## src/rtl/lynx_vram_arbiter.sv

```systemverilog
// lynx_vram_arbiter
// Time-shares the single-port synchronous VRAM between the Z80 CPU bus and the
// video fetch engine. Video normally wins. A saturating starvation counter
// forces a CPU slot after MAX_VID_BURST video grants made while the CPU waits.
// The CPU is held off through cpu_wait_n until its access has completed.
//
// Ports
//   clk, reset                 system clock, synchronous active-high reset
//   cpu_mreq_n/rd_n/wr_n       CPU bus strobes (active low)
//   cpu_addr, cpu_dout         CPU address and write data
//   cpu_din                    registered CPU read data
//   cpu_wait_n                 low stalls the CPU (combinational)
//   vid_req, vid_addr          video fetch request (level) and address
//   vid_ack, vid_data          one-cycle completion pulse, registered read data
//   ram_en, ram_we, ram_addr,
//   ram_wdata, ram_rdata       VRAM macro port (read data one clk after ram_en)
//
// state    | meaning
// ---------+----------------------------------------------------------
// IDLE     | arbitration decision for the next slot
// CPU_ACC  | RAM enabled with the CPU address/data
// CPU_DONE | capture read data, mark the bus cycle served, clear starve
// VID_ACC  | RAM enabled with the video address
// VID_DONE | capture video data, pulse vid_ack, count starvation
module lynx_vram_arbiter #(
   parameter logic [1:0]  VRAM_PAGE     = 2'b11,
   parameter int unsigned MAX_VID_BURST = 4
) (
   input  logic        clk,
   input  logic        reset,
   input  logic        cpu_mreq_n,
   input  logic        cpu_rd_n,
   input  logic        cpu_wr_n,
   input  logic [15:0] cpu_addr,
   input  logic [7:0]  cpu_dout,
   output logic [7:0]  cpu_din,
   output logic        cpu_wait_n,
   input  logic        vid_req,
   input  logic [13:0] vid_addr,
   output logic        vid_ack,
   output logic [7:0]  vid_data,
   output logic        ram_en,
   output logic        ram_we,
   output logic [13:0] ram_addr,
   output logic [7:0]  ram_wdata,
   input  logic [7:0]  ram_rdata
);

   typedef enum logic [2:0] {
      IDLE     = 3'd0,
      CPU_ACC  = 3'd1,
      CPU_DONE = 3'd2,
      VID_ACC  = 3'd3,
      VID_DONE = 3'd4
   } state_t;

   localparam logic [3:0] BURST_LIMIT = 4'(MAX_VID_BURST);

   state_t     state;
   state_t     state_nxt;
   logic       served;
   logic       acc_wr;
   logic [3:0] starve;
   logic       cpu_req;

   assign cpu_req = ~cpu_mreq_n & (~cpu_rd_n | ~cpu_wr_n)
                  & (cpu_addr[15:14] == VRAM_PAGE) & ~served;

   assign cpu_wait_n = ~cpu_req;

   always_ff @(posedge clk) begin
      if (reset) begin
         state <= IDLE;
      end else begin
         state <= state_nxt;
      end
   end

   // RAM strobes and vid_ack are gated by reset so an access in flight when
   // reset arrives produces neither a RAM cycle nor a completion pulse.
   always_comb begin
      state_nxt = state;
      ram_en    = 1'b0;
      ram_we    = 1'b0;
      ram_addr  = vid_addr;
      ram_wdata = cpu_dout;
      vid_ack   = 1'b0;
      case (state)
         IDLE: begin
            if (cpu_req && (!vid_req || starve == BURST_LIMIT)) begin
               state_nxt = CPU_ACC;
            end else if (vid_req) begin
               state_nxt = VID_ACC;
            end
         end
         CPU_ACC: begin
            ram_en    = ~reset;
            ram_we    = ~reset & ~cpu_wr_n;
            ram_addr  = cpu_addr[13:0];
            state_nxt = CPU_DONE;
         end
         CPU_DONE: begin
            state_nxt = IDLE;
         end
         VID_ACC: begin
            ram_en    = ~reset;
            ram_addr  = vid_addr;
            state_nxt = VID_DONE;
         end
         VID_DONE: begin
            vid_ack   = ~reset;
            state_nxt = IDLE;
         end
         default: begin
            state_nxt = IDLE;
         end
      endcase
   end

   // acc_wr remembers the access direction so a strobe that drops during the
   // access cannot turn a write into a read capture in CPU_DONE.
   always_ff @(posedge clk) begin
      if (reset) begin
         served   <= 1'b0;
         starve   <= 4'd0;
         acc_wr   <= 1'b0;
         cpu_din  <= 8'h00;
         vid_data <= 8'h00;
      end else begin
         if (state == CPU_ACC) begin
            acc_wr <= ~cpu_wr_n;
         end
         if (state == CPU_DONE) begin
            served <= 1'b1;
            starve <= 4'd0;
            if (!acc_wr) begin
               cpu_din <= ram_rdata;
            end
         end else if (cpu_mreq_n) begin
            served <= 1'b0;
         end
         if (state == VID_DONE) begin
            vid_data <= ram_rdata;
            if (cpu_req && starve < BURST_LIMIT) begin
               starve <= starve + 4'd1;
            end
         end
      end
   end

endmodule

```

## config.mk

```make
export PLATFORM = sky130hd
export DESIGN_NAME = lynx_vram_arbiter
export DESIGN_NICKNAME = d
export VERILOG_FILES = /design/src/rtl/lynx_vram_arbiter.sv
export SDC_FILE = /design/constraint.sdc
export NUM_CORES = 1
export LEC_CHECK = 0
export ABC_AREA = 1
export CELL_PAD_IN_SITES_DETAIL_PLACEMENT = 1
export CELL_PAD_IN_SITES_GLOBAL_PLACEMENT = 1
export CORE_MARGIN = 4
export CORE_UTILIZATION = 19
export CTS_CLUSTER_SIZE = 14
export DETAILED_ROUTE_END_ITERATION = 12
export PLACE_DENSITY_LB_ADDON = 0.2
export SLEW_MARGIN = 40
export SYNTH_ARGS = -nofsm -noshare
export SYNTH_HDL_FRONTEND = slang
export SYNTH_SLANG_ARGS = --single-unit
```

## constraint.sdc

```tcl
create_clock -name clk -period 1 [get_ports clk]
set_clock_uncertainty 0.05 [all_clocks]
set_input_delay 0.1 -clock clk [delete_from_list [all_inputs] [get_ports clk]]
set_output_delay 0.1 -clock clk [all_outputs]
set_load 0.01 [all_outputs]
```

==> results of run 1 <==
[worst reg2reg max path: stages, from the launching register on]
cell     delay, ns
dfxtp_2       0.34
buf_4         0.14
nor2_4        0.11
nand2_1       0.10
buf_6         0.15
nor2_4        0.12
nand2_1       0.09
nand2_1       0.06
nand2_1       0.05
nor2_1        0.07
[power by group]
group          leakage (nW)  internal, mW  switching [mW]
Combinational         0.878         0.686           0.592
Clock                0.0228         0.285           0.320
Sequential            0.211          1.10          0.0603
[worst max path at each step]
stage | from | to | cells after the start
2_1_floorplan | state[2]$_SDFFE_PP0P_ | ram_we | 6
3_3_place_gp | state[2]$_SDFFE_PP0P_ | ram_we | 7
3_5_place_dp | state[2]$_SDFFE_PP0P_ | ram_we | 7
4_1_cts | state[2]$_SDFFE_PP0P_ | ram_we | 7
5_1_grt | state[2]$_SDFFE_PP0P_ | ram_we | 7
6_report | state[2]$_SDFFE_PP0P_ | ram_we | 7
[state kept, by name, summed over array words and instances, names as in the netlist]
name      count
cpu_din       8
state         3
vid_data      8
starve        4
acc_wr        1
served        1
[logic make-up (layout without fill, tap and decap cells)]
kind of cell | Yosys count | count (layout)
compound gates | 23 | 23
flops | 25 | 25
fa+ha+maj | 2 | 2
simple gates | 117 | 117
buf+inv | 27 | 128
[cell type report]
| class | instances | area, um^2 |
|---|---|---|
| Tap cell | 77 | 96.3 |
| Clock buffer | 4 | 45.0 |
| Fill cell | 783 | 3910 |
| Timing Repair Buffer | 110 | 987 |
| Inverter | 14 | 62.6 |
| Multi-Input combinational cell | 142 | 762 |
| Sequential cell | 25 | 523 |
[synth_stat cells (3+ instances only)]
library cell,n
nor2_1,45
buf_2,3
dfxtp_1,25
nand2_1,59
buf_4,8
inv_2,3
a21oi_1,4
nand3_1,4
inv_1,11
o21ai_0,18
[cells in the final DEF (no fill, tap or decap), types with 2 or more instances in the layout]
cell type,netlist,layout
a21oi_1,4,3
buf_12,0,2
buf_2,3,23
buf_4,8,20
buf_6,0,11
clkbuf_8,0,3
clkdlybuf4s15_2,0,10
clkdlybuf4s50_1,0,43
clkinvlp_4,0,2
dfxtp_1,25,7
dfxtp_2,0,18
ha_1,2,2
inv_1,11,6
inv_2,3,5
nand2_1,59,45
nand2_2,1,13
nand2_4,0,2
nand3_1,4,3
nor2_1,45,38
nor2_2,1,5
nor2_4,2,5
o21ai_0,18,5
o21ai_1,0,5
o21ai_2,0,8
or2_4,0,2
[per-stage QoR]
step | utilization, % | hold WS (ns) | setup slack (ns) | instance area [um^2]
2_1_floorplan | - | 0.185 | -0.142 | 1280
3_3_place_gp | 34.9 | 0.150 | -0.587 | 2230
3_5_place_dp | 34.9 | 0.150 | -0.567 | 2230
4_1_cts | 38.5 | 0.150 | -0.536 | 2460
5_1_grt | 38.8 | 0.150 | -0.587 | 2480
6_report | 38.8 | 0.150 | -0.492 | 2480
[routing by layer]
layer / share of wire (%) / up-vias / GRT usage (%)
li1: - / 796 / -
met1: 42 / 689 / 14.0
met5: 0 / - / 0
met3: 7.7 / 2 / 2.30
met2: 49 / 44 / 20.0
met4: 0.69 / 0 / 2.44
[repair_timing]
item | CTS | global route
pin swaps | 20 | 9
setup buffers | 11 | 5
resized for setup | 185 | 26
gates cloned | 1 | 0
endpoints found under the setup margin | 58 | 55
==> metrics.md, run 1 <==
| Metric | Value |
|---|---|
| Asr flop ratio synth | `0%` |
| DRT Pass-1 Iters | `4` |
| Area of the core | `6390 um^2` |
| N_diodes | `0` |
| GP Congestion | `around 0.74` |
| Post-synth cell types | `21` |
| Overall power | `a little over 3 mW` |
| Vias in the first global route | `1464` |
| Initial Util | `19.7%` |
| Residual DRC count | `0` |
| FF-to-FF Start | `state[0]$_SDFFE_PP0P_` |
| Syn_nets | `248` |
| DRT iter0 DRCs | `12` |
| Setup Viol. Count Final | `42` |
| Crit path max fanout | `3` |
| Worst EP arrival | `1.34 ns` |
| Die X | `between 80 and 90 um` |
| Biggest cell delay along the critical path | `0.33 ns` |
| Syn. warnings | `0` |
| Post-synth top flop | `dfxtp_1` |
| First-pass GRT wire length | `7.01 mm` |
| Routed wire length | `between 4 and 5 mm` |
| Hold Path Origin | `cpu_dout[6]` |
| Largest family of logic cells by synthesized area | `simple AND/OR/NAND/NOR gates` |
| Area delta synth->final | `96.7%` |
| Clk slew on worst S/H paths | `0.09 ns` |
| Fin. Hold Viols | `0` |
| Global route overflow | `0` |
| RSZ-0062 raised after global routing | `true` |
| Root buf cell | `clkbuf_8` |
| Via count | `between 1500 and 2000` |
| CTS buffer count | `3` |
| Top-area cell type share of the netlist area | `39.8%` |
| R2R cell count | `9` |
| Die span in y | `89.4 um` |
| Syn Std Cell Area | `1260 um^2` |
| CTS tree | `done` |
| Yosys top cell by area | `dfxtp_1` |
| Cells along the critical path | `inv_2 > nand2_4 > nor2_4 > inv_2 > or2_4 > nor2_2 > buf_2` |
| R2R Path End | `starve[1]$_SDFF_PP0_` |
| Violated checks | `negative setup slack` |
| # rows | `29` |
| Max Buffers Root-to-Sink | `2` |
| Mean post-synth cell area | `6.49 um^2` |
| Layout cells sized above 1 | `46.1%` |
| Hold Path End | `ram_wdata[6]` |
| DRT antenna net count | `0` |
| DP Wirelength | `3.55 mm` |
| Post-DR wirelength/cell | `12.6 um` |
| Delay-heaviest family, CP | `simple AND/OR/NAND/NOR gates` |
| WP data required | `0.85 ns` |
| Top cells by area, synth | `dfxtp_1 40%, nand2_1 18%, nor2_1 13%` |
| Synth Instances | `194` |
| Post-CTS Hold Buffers | `0` |
| Non-filler cells, final | `about 370` |
| Largest net degree at the start of global routing | `16` |
| Post-synth EDFFs | `0` |
| Post-synthesis compound-gate area fraction | `9.34%` |
| Critical Path Source Type | `flop` |
| Antenna violations before repair | `0` |
| Critical path's slowest cell | `dfxtp_2` |
| Die area | `7990 um^2` |
| #FFs+latches synth | `25` |
| Synth Area in Adders | `just under 2%` |
| Final Cycle Share | `149%` |
| Power Density | `around 1200 nW/um^2` |
| Relative slew slack | `84.9%` |
| Reg2reg setup slack | `-0.34 ns` |
| Vias per inst | `4.12` |
| Outcome | `complete, but fails checks` |
| Worst Path Buf+Inv | `3` |
| Clock latency at the later pin of the worst-skew pair | `between 0.2 and 0.3 ns` |
| Mux cell area share after synthesis | `0%` |
| Final critical-path required period | `1.49 ns` |
| DP Cell Count | `355` |
| XOR/XNOR share of the synthesized area | `0%` |
| Lkg Pwr | `1.11 nW` |
| Register area share after synthesis | `39.8%` |
| Post-route setup TNS | `-13.09 ns` |
| Hold WC Path Type | `in -> out` |
| GR Util All Layers | `a little under an eighth` |
| Simple-Gate Fraction of Synth Area | `approximately two fifths` |
| Peak supply drop | `0.000842 V` |
| Final Max Tran Viols | `0` |
| CP most frequent cell | `inv_2` |
| Worst slew pin tran | `0.224 ns` |
| MaxCap Viol Count | `0` |
| I/O Buffers | `77` |
| Setup CP Type | `reg -> out` |
| Setup WS post-layout | `-0.492 ns` |
| Clock sink count | `25` |
| Fmax | `0.670 GHz` |
| Crit. End Element | `output pin` |
| I/O pin count | `94` |
| Hold depth | `0` |
| # H-tree levels | `1` |
| Layout net count | `350` |
(Power assumes the default switching activity.)
==> run 2, diff against run 1 <==
ABC_AREA = unset   (was 1)
CORE_UTILIZATION = 22   (was 19)
GPL_ROUTABILITY_DRIVEN = 0   (was unset)
==> run 2 against run 1 <==
The flow still finishes with violations (negative setup slack). Routed wire length grew 1.6%. Non-clock buffer count down 4. Core utilization rose by 3.1 points. Die area down 7.2%. First-iteration DRC count rose by 130%. Via count decreased by 12%. Synthesized cell count down 30%. Sequential cell count unchanged. Combinational power is 35% lower. Global-route usage grew 1.7 points. Setup slack lost 0.17 ns. Maximum frequency fell by 10%. Largest power group is now registers. Highest routed layer unchanged.
==> metrics.md, run 2 <==
| Metric | Value |
|---|---|
| Layout cells sized above 1 | `52.8% (+6.7 points)` |
| Fin util | `41.9% (+3.1 points)` |
| CTS tree | `done` |
| DP Wirelength | `3.61 mm (+1.6%)` |
| Fillers | `672 (-14%)` |
| Biggest registers after layout | `cpu_din x8, vid_data x8, starve x4` |
| Fin. Hold Viols | `0 (unchanged)` |
| Largest net degree at the start of global routing | `28 (+12)` |
| R2R Path End | `cpu_din[4]$_SDFFE_PP0P_` |
| # H-tree levels | `1 (unchanged)` |
| Residual DRC count | `0 (unchanged)` |
| FF-to-FF Start | `state[1]$_SDFFE_PP0P_` |
| First-pass GRT wire length | `7.69 mm (+9.7%)` |
| Lkg Pwr | `1.04 nW (-6.6%)` |
| Register area share after synthesis | `37.3% (-2.5 points)` |
| Post-synth top cells | `25 x dfxtp_1, 18 x nand2_1, 14 x mux2_2` |
| Root buf cell | `clkbuf_8` |
| Yosys top cell by area | `dfxtp_1` |
| Most common cell in the synthesized netlist | `dfxtp_1` |
| Peak supply drop | `0.000544 V (-35%)` |
| Die X | `86.1 um (-3.7%)` |
| Via count | `1348 (-12%)` |
| Power Density | `1020 nW/um^2 (-17%)` |
| Hold Worst Slack | `0.150 ns (+0.00000100 ns)` |
| Area delta synth->final | `84.7%` |
| Top-area cell type share of the netlist area | `37.3% (-2.5 points)` |
| Routed wire length | `4.75 mm (+1.6%)` |
| Syn. warnings | `0 (unchanged)` |
| # rows | `28 (-3.4%)` |
| Synth Instances | `136 (-30%)` |
| Max Buffers Root-to-Sink | `2 (unchanged)` |
| Die span in y | `86.1 um (-3.7%)` |
| Asr flop ratio synth | `0% (unchanged)` |
| Post-DR wirelength/cell | `15.6 um (+24%)` |
| Post-synth top flop | `dfxtp_1` |
| Vias in the first global route | `1551 (+5.9%)` |
| Setup CP Type | `reg -> out` |
| Global route overflow | `0 (unchanged)` |
| Final critical-path required period | `1.67 ns (+0.174 ns)` |
| Post-synth EDFFs | `0 (unchanged)` |
| Vias per inst | `4.43 (+7.7%)` |
| Violated checks | `negative setup slack` |
| CTS buffer count | `3 (unchanged)` |
| Crit path max fanout | `7 (+4)` |
| R2R cell count | `6 (-3)` |
| Antenna violations before repair | `0 (unchanged)` |
| Crit. End Element | `output pin` |
| #FFs+latches synth | `25 (unchanged)` |
| DRT Pass-1 Iters | `2 (-2)` |
| Setup WS post-layout | `-0.666 ns (-0.174 ns)` |
| Top cells by area, synth | `dfxtp_1 37%, mux2_2 12%, mux2i_1 6.0%` |
| Relative slew slack | `79.8% (-5.1 points)` |
| N_diodes | `0 (unchanged)` |
| Syn_nets | `190 (-23%)` |
| Final Cycle Share | `167% (+17 points)` |
| Hold WC Path Type | `in -> out` |
| Hold Path Origin | `cpu_dout[3]` |
| Post-synth cell types | `32 (+52%)` |
| I/O Buffers | `77 (unchanged)` |
| Clk slew on worst S/H paths | `0.09 ns (about the same)` |
| DRT iter0 DRCs | `28 (+16)` |
| Reg2reg setup slack | `-0.52 ns (-0.18 ns)` |
| WP data required | `0.85 ns (about the same)` |
| Outcome | `complete, but fails checks` |
| Area of the core | `5920 um^2 (-7.3%)` |
| Commonest non-fill, non-tap cells in the layout | `43 x clkdlybuf4s50_1, 25 x buf_6` |
| Final Max Tran Viols | `0 (unchanged)` |
| Worst setup endpoint | `ram_addr[8]` |
| GR Util All Layers | `12.9% (+1.7 points)` |
| Worst EP arrival | `1.52 ns (+0.18 ns)` |
| Fmax | `0.600 GHz (-10%)` |
| FF+latch area | `529 um^2 (+1.2%)` |
| Critical Path Source Type | `flop` |
| Commonest non-fill, non-tap cell in the layout | `clkdlybuf4s50_1` |
| Mean post-synth cell area | `9.87 um^2 (+52%)` |
| Die area | `7420 um^2 (-7.2%)` |
| Clock sink count | `25 (unchanged)` |
| Syn Std Cell Area | `1340 um^2 (+6.7%)` |
| Setup Viol. Count Final | `43 (+2.4%)` |
| MaxCap Viol Count | `0 (unchanged)` |
| Initial Util | `22.7% (+3.0 points)` |
| Crit. Startpoint | `state[2]$_SDFFE_PP0P_` |
| I/O pin count | `94 (unchanged)` |
| Layout net count | `284 (-19%)` |
| Area of the multi-input gates | `823 um^2 (+8.0%)` |
| RSZ-0062 raised after global routing | `true` |
| Clock latency at the later pin of the worst-skew pair | `0.27 ns (about the same)` |
| Worst slew pin tran | `0.303 ns (+0.0785 ns)` |
| DRT antenna net count | `0 (unchanged)` |
==> run 2: cell types whose count changed after synthesis, moves of 3 or more <==
| cell | before | now |
|---|---|---|
| a21oi_1 | 4 | 11 |
| buf_6 | 0 | 4 |
| inv_1 | 11 | 2 |
| inv_2 | 3 | 0 |
| mux2_2 | 0 | 14 |
| mux2i_1 | 0 | 8 |
| nand2_1 | 59 | 18 |
| nand3_1 | 4 | 0 |
| nor2_1 | 45 | 11 |
| nor3b_1 | 1 | 4 |
| nor4b_1 | 0 | 3 |
| o21ai_0 | 18 | 1 |
==> run 2: repair_timing <==
item                       CTS  global route
hold buffers                 0             0
setup endpoints to repair   59            58
resized for setup          171            34
buffers inserted             4             3
pin swaps                    6             6
cloned                       2             0
==> run 2: layout make-up <==
class	count	area share [%]
inverter	2	0.303
sequential	25	21.3
clock inverter	1	0.303
timing repair buffer	106	39.4
multi-input combinational	92	33.2
clock buffer	3	1.66
tap	75	3.78
==> run 2: report_power, final <==
part | switching (mW) | internal [mW]
registers | 0.0249 | 1.04
logic | 0.309 | 0.519
clock network | 0.345 | 0.283
==> run 2: how the worst min path moves through the flow <==
stage / slack, ns / end / cells past startpoint
after global routing: 0.15 / ram_wdata[0] / 0
after detailed placement: 0.15 / ram_wdata[7] / 0
after floorplan: 0.14 / acc_wr$_SDFFE_PP0N_ / 1
after global placement: 0.15 / ram_wdata[7] / 0
final: 0.15 / ram_wdata[3] / 0
after CTS: 0.15 / ram_wdata[7] / 0
==> run 2: worst max-delay path: stages (launching register included) <==
cell,delay [ns]
dfxtp_4,0.37
nor3b_4,0.25
buf_6,0.19
mux2_4,0.32
buf_6,0.12
==> run 2: per-layer routing <==
layer / vias up / share of wire (%) / global-route usage [%]
li1: 645 / - / -
met1: 639 / 41 / 14.6
met2: 60 / 52 / 24.7
met3: 4 / 6.6 / 2.11
met4: 0 / 0.84 / 3.60
met5: - / 0 / 0
==> run 2: kinds of logic after synthesis <==
kind of cell | share of synthesized area (%)
buffers and inverters | 10.2
AND/OR/NAND/NOR | 24.8
AO/OA/AOI/OAI | 5.96
adder cells (fa/ha/maj) | 1.86
multiplexers | 19.9
flip-flops | 37.3
==> run 2: through the flow <==
step	instance area (um^2)	total power, mW	cells	setup WS, ns	TNS, ns
3_3_place_gp	2300	1.81	294	-0.729	-23.62
5_1_grt	2480	2.65	304	-0.744	-23.77
2_1_floorplan	1380	1.42	136	-0.433	-12.04
4_1_cts	2550	2.58	303	-0.722	-22.58
3_5_place_dp	2300	1.83	294	-0.751	-24.96
6_report	2480	2.52	304	-0.666	-20.89
==> run 3, diff against run 2 <==
CORE_UTILIZATION = 26   (was 22)
clock period = 2.08 ns   (was 1 ns; I/O delays follow)
==> run 3 against run 2 <==
The flow now finishes without violations. Sequential power shrank 52%. Design area is 10% lower. Via count shrank 5.9%.
==> metrics.md, run 3 (same netlist as run 2, synthesis figures left out) <==
| Metric | Value |
|---|---|
| # rows | `25 (-11%)` |
| Final critical-path required period | `2.02 ns` |
| GRT met1 Usage | `14.4% (-0.21 points)` |
| I/O pin count | `94 (unchanged)` |
| Commonest non-fill, non-tap cell in the layout | `clkdlybuf4s50_1` |
| Crit path max fanout | `6 (-1)` |
| CTS buffer count | `3 (unchanged)` |
| Clock latency at the later pin of the worst-skew pair | `0.27 ns (about the same)` |
| Critical path's slowest cell | `dfxtp_1` |
| Critical Path Source Type | `flop` |
| Grt peak-use layer | `met2` |
| Setup CP Type | `reg -> out` |
| N_diodes | `0 (unchanged)` |
| DRT iter0 DRCs | `25 (-11%)` |
| Root buf cell | `clkbuf_8` |
| FF+latch area | `502 um^2 (-5.2%)` |
| # H-tree levels | `1 (unchanged)` |
| Crit. Startpoint | `state[0]$_SDFFE_PP0P_` |
| Antenna violations before repair | `0 (unchanged)` |
| Clk slew on worst S/H paths | `0.09 ns (about the same)` |
| Residual DRC count | `0 (unchanged)` |
| Fin. Hold Viols | `0 (unchanged)` |
| Peak supply drop | `0.000263 V (-52%)` |
| Outcome | `finished clean` |
| Met2 usage | `25.8% (+1.1 points)` |
| Die X | `79.9 um (-7.3%)` |
| DRT antenna net count | `0 (unchanged)` |
| Fmax | `0.495 GHz` |
| Lkg Pwr | `0.857 nW (-18%)` |
| Int Pwr | `0.827 mW (-55%)` |
| Clock network power share | `26.4% (+1.5 points)` |
| Layout net count | `268 (-5.6%)` |
| Final Cycle Share | `97.1%` |
| Dpl cell area | `2130 um^2 (-7.2%)` |
| MaxCap Viol Count | `0 (unchanged)` |
| FF-to-FF Start | `state[2]$_SDFFE_PP0P_` |
| Post-CTS Hold Buffers | `0 (unchanged)` |
| Comb pwr share | `28.4% (-4.5 points)` |
| Die span in y | `79.9 um (-7.3%)` |
| Crit. End Element | `output pin` |
| DP Cell Count | `270 (-8.2%)` |
| Hold Worst Slack | `0.366 ns (+0.216 ns)` |
| Fillers | `558 (-17%)` |
| Hold WC Path Type | `in -> out` |
| Fin util | `46.0% (+4.1 points)` |
| Layout cells sized above 1 | `20.7% (-32 points)` |
| Largest net degree at the start of global routing | `28 (unchanged)` |
| Clock sink count | `25 (unchanged)` |
| Max Buffers Root-to-Sink | `2 (unchanged)` |
| Power Density | `504 nW/um^2 (-50%)` |
| Die area | `6380 um^2 (-14%)` |
| Vias in the first global route | `1357 (-13%)` |
| RSZ-0062 raised after global routing | `false` |
| I/O Buffers | `77 (unchanged)` |
| Biggest registers after layout | `cpu_din x8, vid_data x8, starve x4` |
| Area of the multi-input gates | `717 um^2 (-13%)` |
| Grt met3 use | `2.60% (+0.48 points)` |
| Post-DR wirelength/cell | `15.3 um (-2.0%)` |
| Sw Pwr | `0.296 mW (-56%)` |
| CTS tree | `done` |
| Biggest cell delay along the critical path | `0.35 ns (-0.02 ns)` |
| Hold depth | `0 (unchanged)` |
| Via count | `1269 (-5.9%)` |
| Sequential Power Share | `45.3% (+3.1 points)` |
| Commonest non-fill, non-tap cells in the layout | `62 x clkdlybuf4s50_1, 24 x dfxtp_1, 18 x nand2_1` |
| Final Max Tran Viols | `0 (unchanged)` |
| First-pass GRT wire length | `6.76 mm (-12%)` |
| Setup Viol. Count Final | `0 (-100%)` |
| Worst EP arrival | `1.76 ns (+0.24 ns)` |
| Vias per inst | `4.53 (+2.2%)` |
| Relative slew slack | `64.4% (-15 points)` |
| Initial Util | `27.7% (+5.0 points)` |
| DRT Pass-1 Iters | `4 (+2)` |
| GR Util All Layers | `13.3% (+0.35 points)` |
| Switching Share | `26.3% (-0.60 points)` |
| Area of the core | `4850 um^2 (-18%)` |
| R2R cell count | `4 (-2)` |
| Fin area | `2230 um^2 (-10%)` |
| DP Wirelength | `3.41 mm (-5.6%)` |
| WP data required | `1.82 ns (+0.97 ns)` |
| Global route overflow | `0 (unchanged)` |
| Routed wire length | `4.29 mm (-9.7%)` |
| Cells along the critical path | `nor3b_4 > buf_12 > buf_4 > mux2_2 > dlygate4sd2_1` |
| Post-route setup TNS | `0 ns (+20.89 ns)` |
| Area delta synth->final | `66.0%` |
| Non-filler cells, final | `280 (-7.9%)` |
| Worst slew pin tran | `0.532 ns (+0.229 ns)` |
| Hold Path Origin | `cpu_dout[1]` |
==> run 3: changes by cell type in the layout (fill, tap and decap cells not counted), sizes merged <==
cell and delta:
clkdlybuf4s50 +19, buf -48, clkdlybuf4s15 -2, dlygate4sd2 +13, dlymetal6s2s +2
==> run 3: path summary, 6_finish.rpt <==
path                                  end  slack, ns
hold / removal               ram_wdata[1]       0.37
setup / recovery              ram_addr[3]       0.06
setup reg to reg  cpu_din[0]$_SDFFE_PP0P_       0.48
hold reg to reg   cpu_din[4]$_SDFFE_PP0P_       0.41
==> run 3: metal layers <==
metal | vias up | wire (um)
li1 | 614 | -
met1 | 592 | 1730
met2 | 55 | 2190
met3 | 8 | 333
met4 | 0 | 34
met5 | - | 0
==> run 3: critical path, delay by kind of cell (launching register included) <==
family / cells / cell delay (ns)
buf+inv: 3 / 0.57
simple gates: 1 / 0.24
flops: 1 / 0.35
mux: 1 / 0.34
==> run 3: layout make-up <==
class	count	share of cell area (%)
sequential	25	22.5
inverter	2	0.337
multi-input combinational	92	32.2
clock inverter	1	0.337
clock buffer	3	1.85
timing repair buffer	90	39.0
tap	67	3.76
==> run 3: power by group through the flow <==
stage	clock, mW	sequential, mW	combinational, mW
after global placement	0	0.519	0.316
after floorplan	0	0.523	0.147
after global routing	0.333	0.511	0.342
after CTS	0.311	0.509	0.319
final	0.296	0.509	0.318
after detailed placement	0	0.520	0.324
==> run 3: through the flow <==
step                      power [mW]  worst slack, ns
after CTS                       1.14          -0.0201
after global routing            1.19          0.00551
after detailed placement       0.845            0.134
after global placement         0.835            0.166
after floorplan                0.671            0.511
final                           1.12           0.0599
==> run 3: repair_timing <==
action | in CTS | in global routing
pin swaps | 1 | 1
cloned | 0 | 0
resized for setup | 13 | 5
buffers inserted | 5 | 1
setup endpoints to repair | 16 | 9
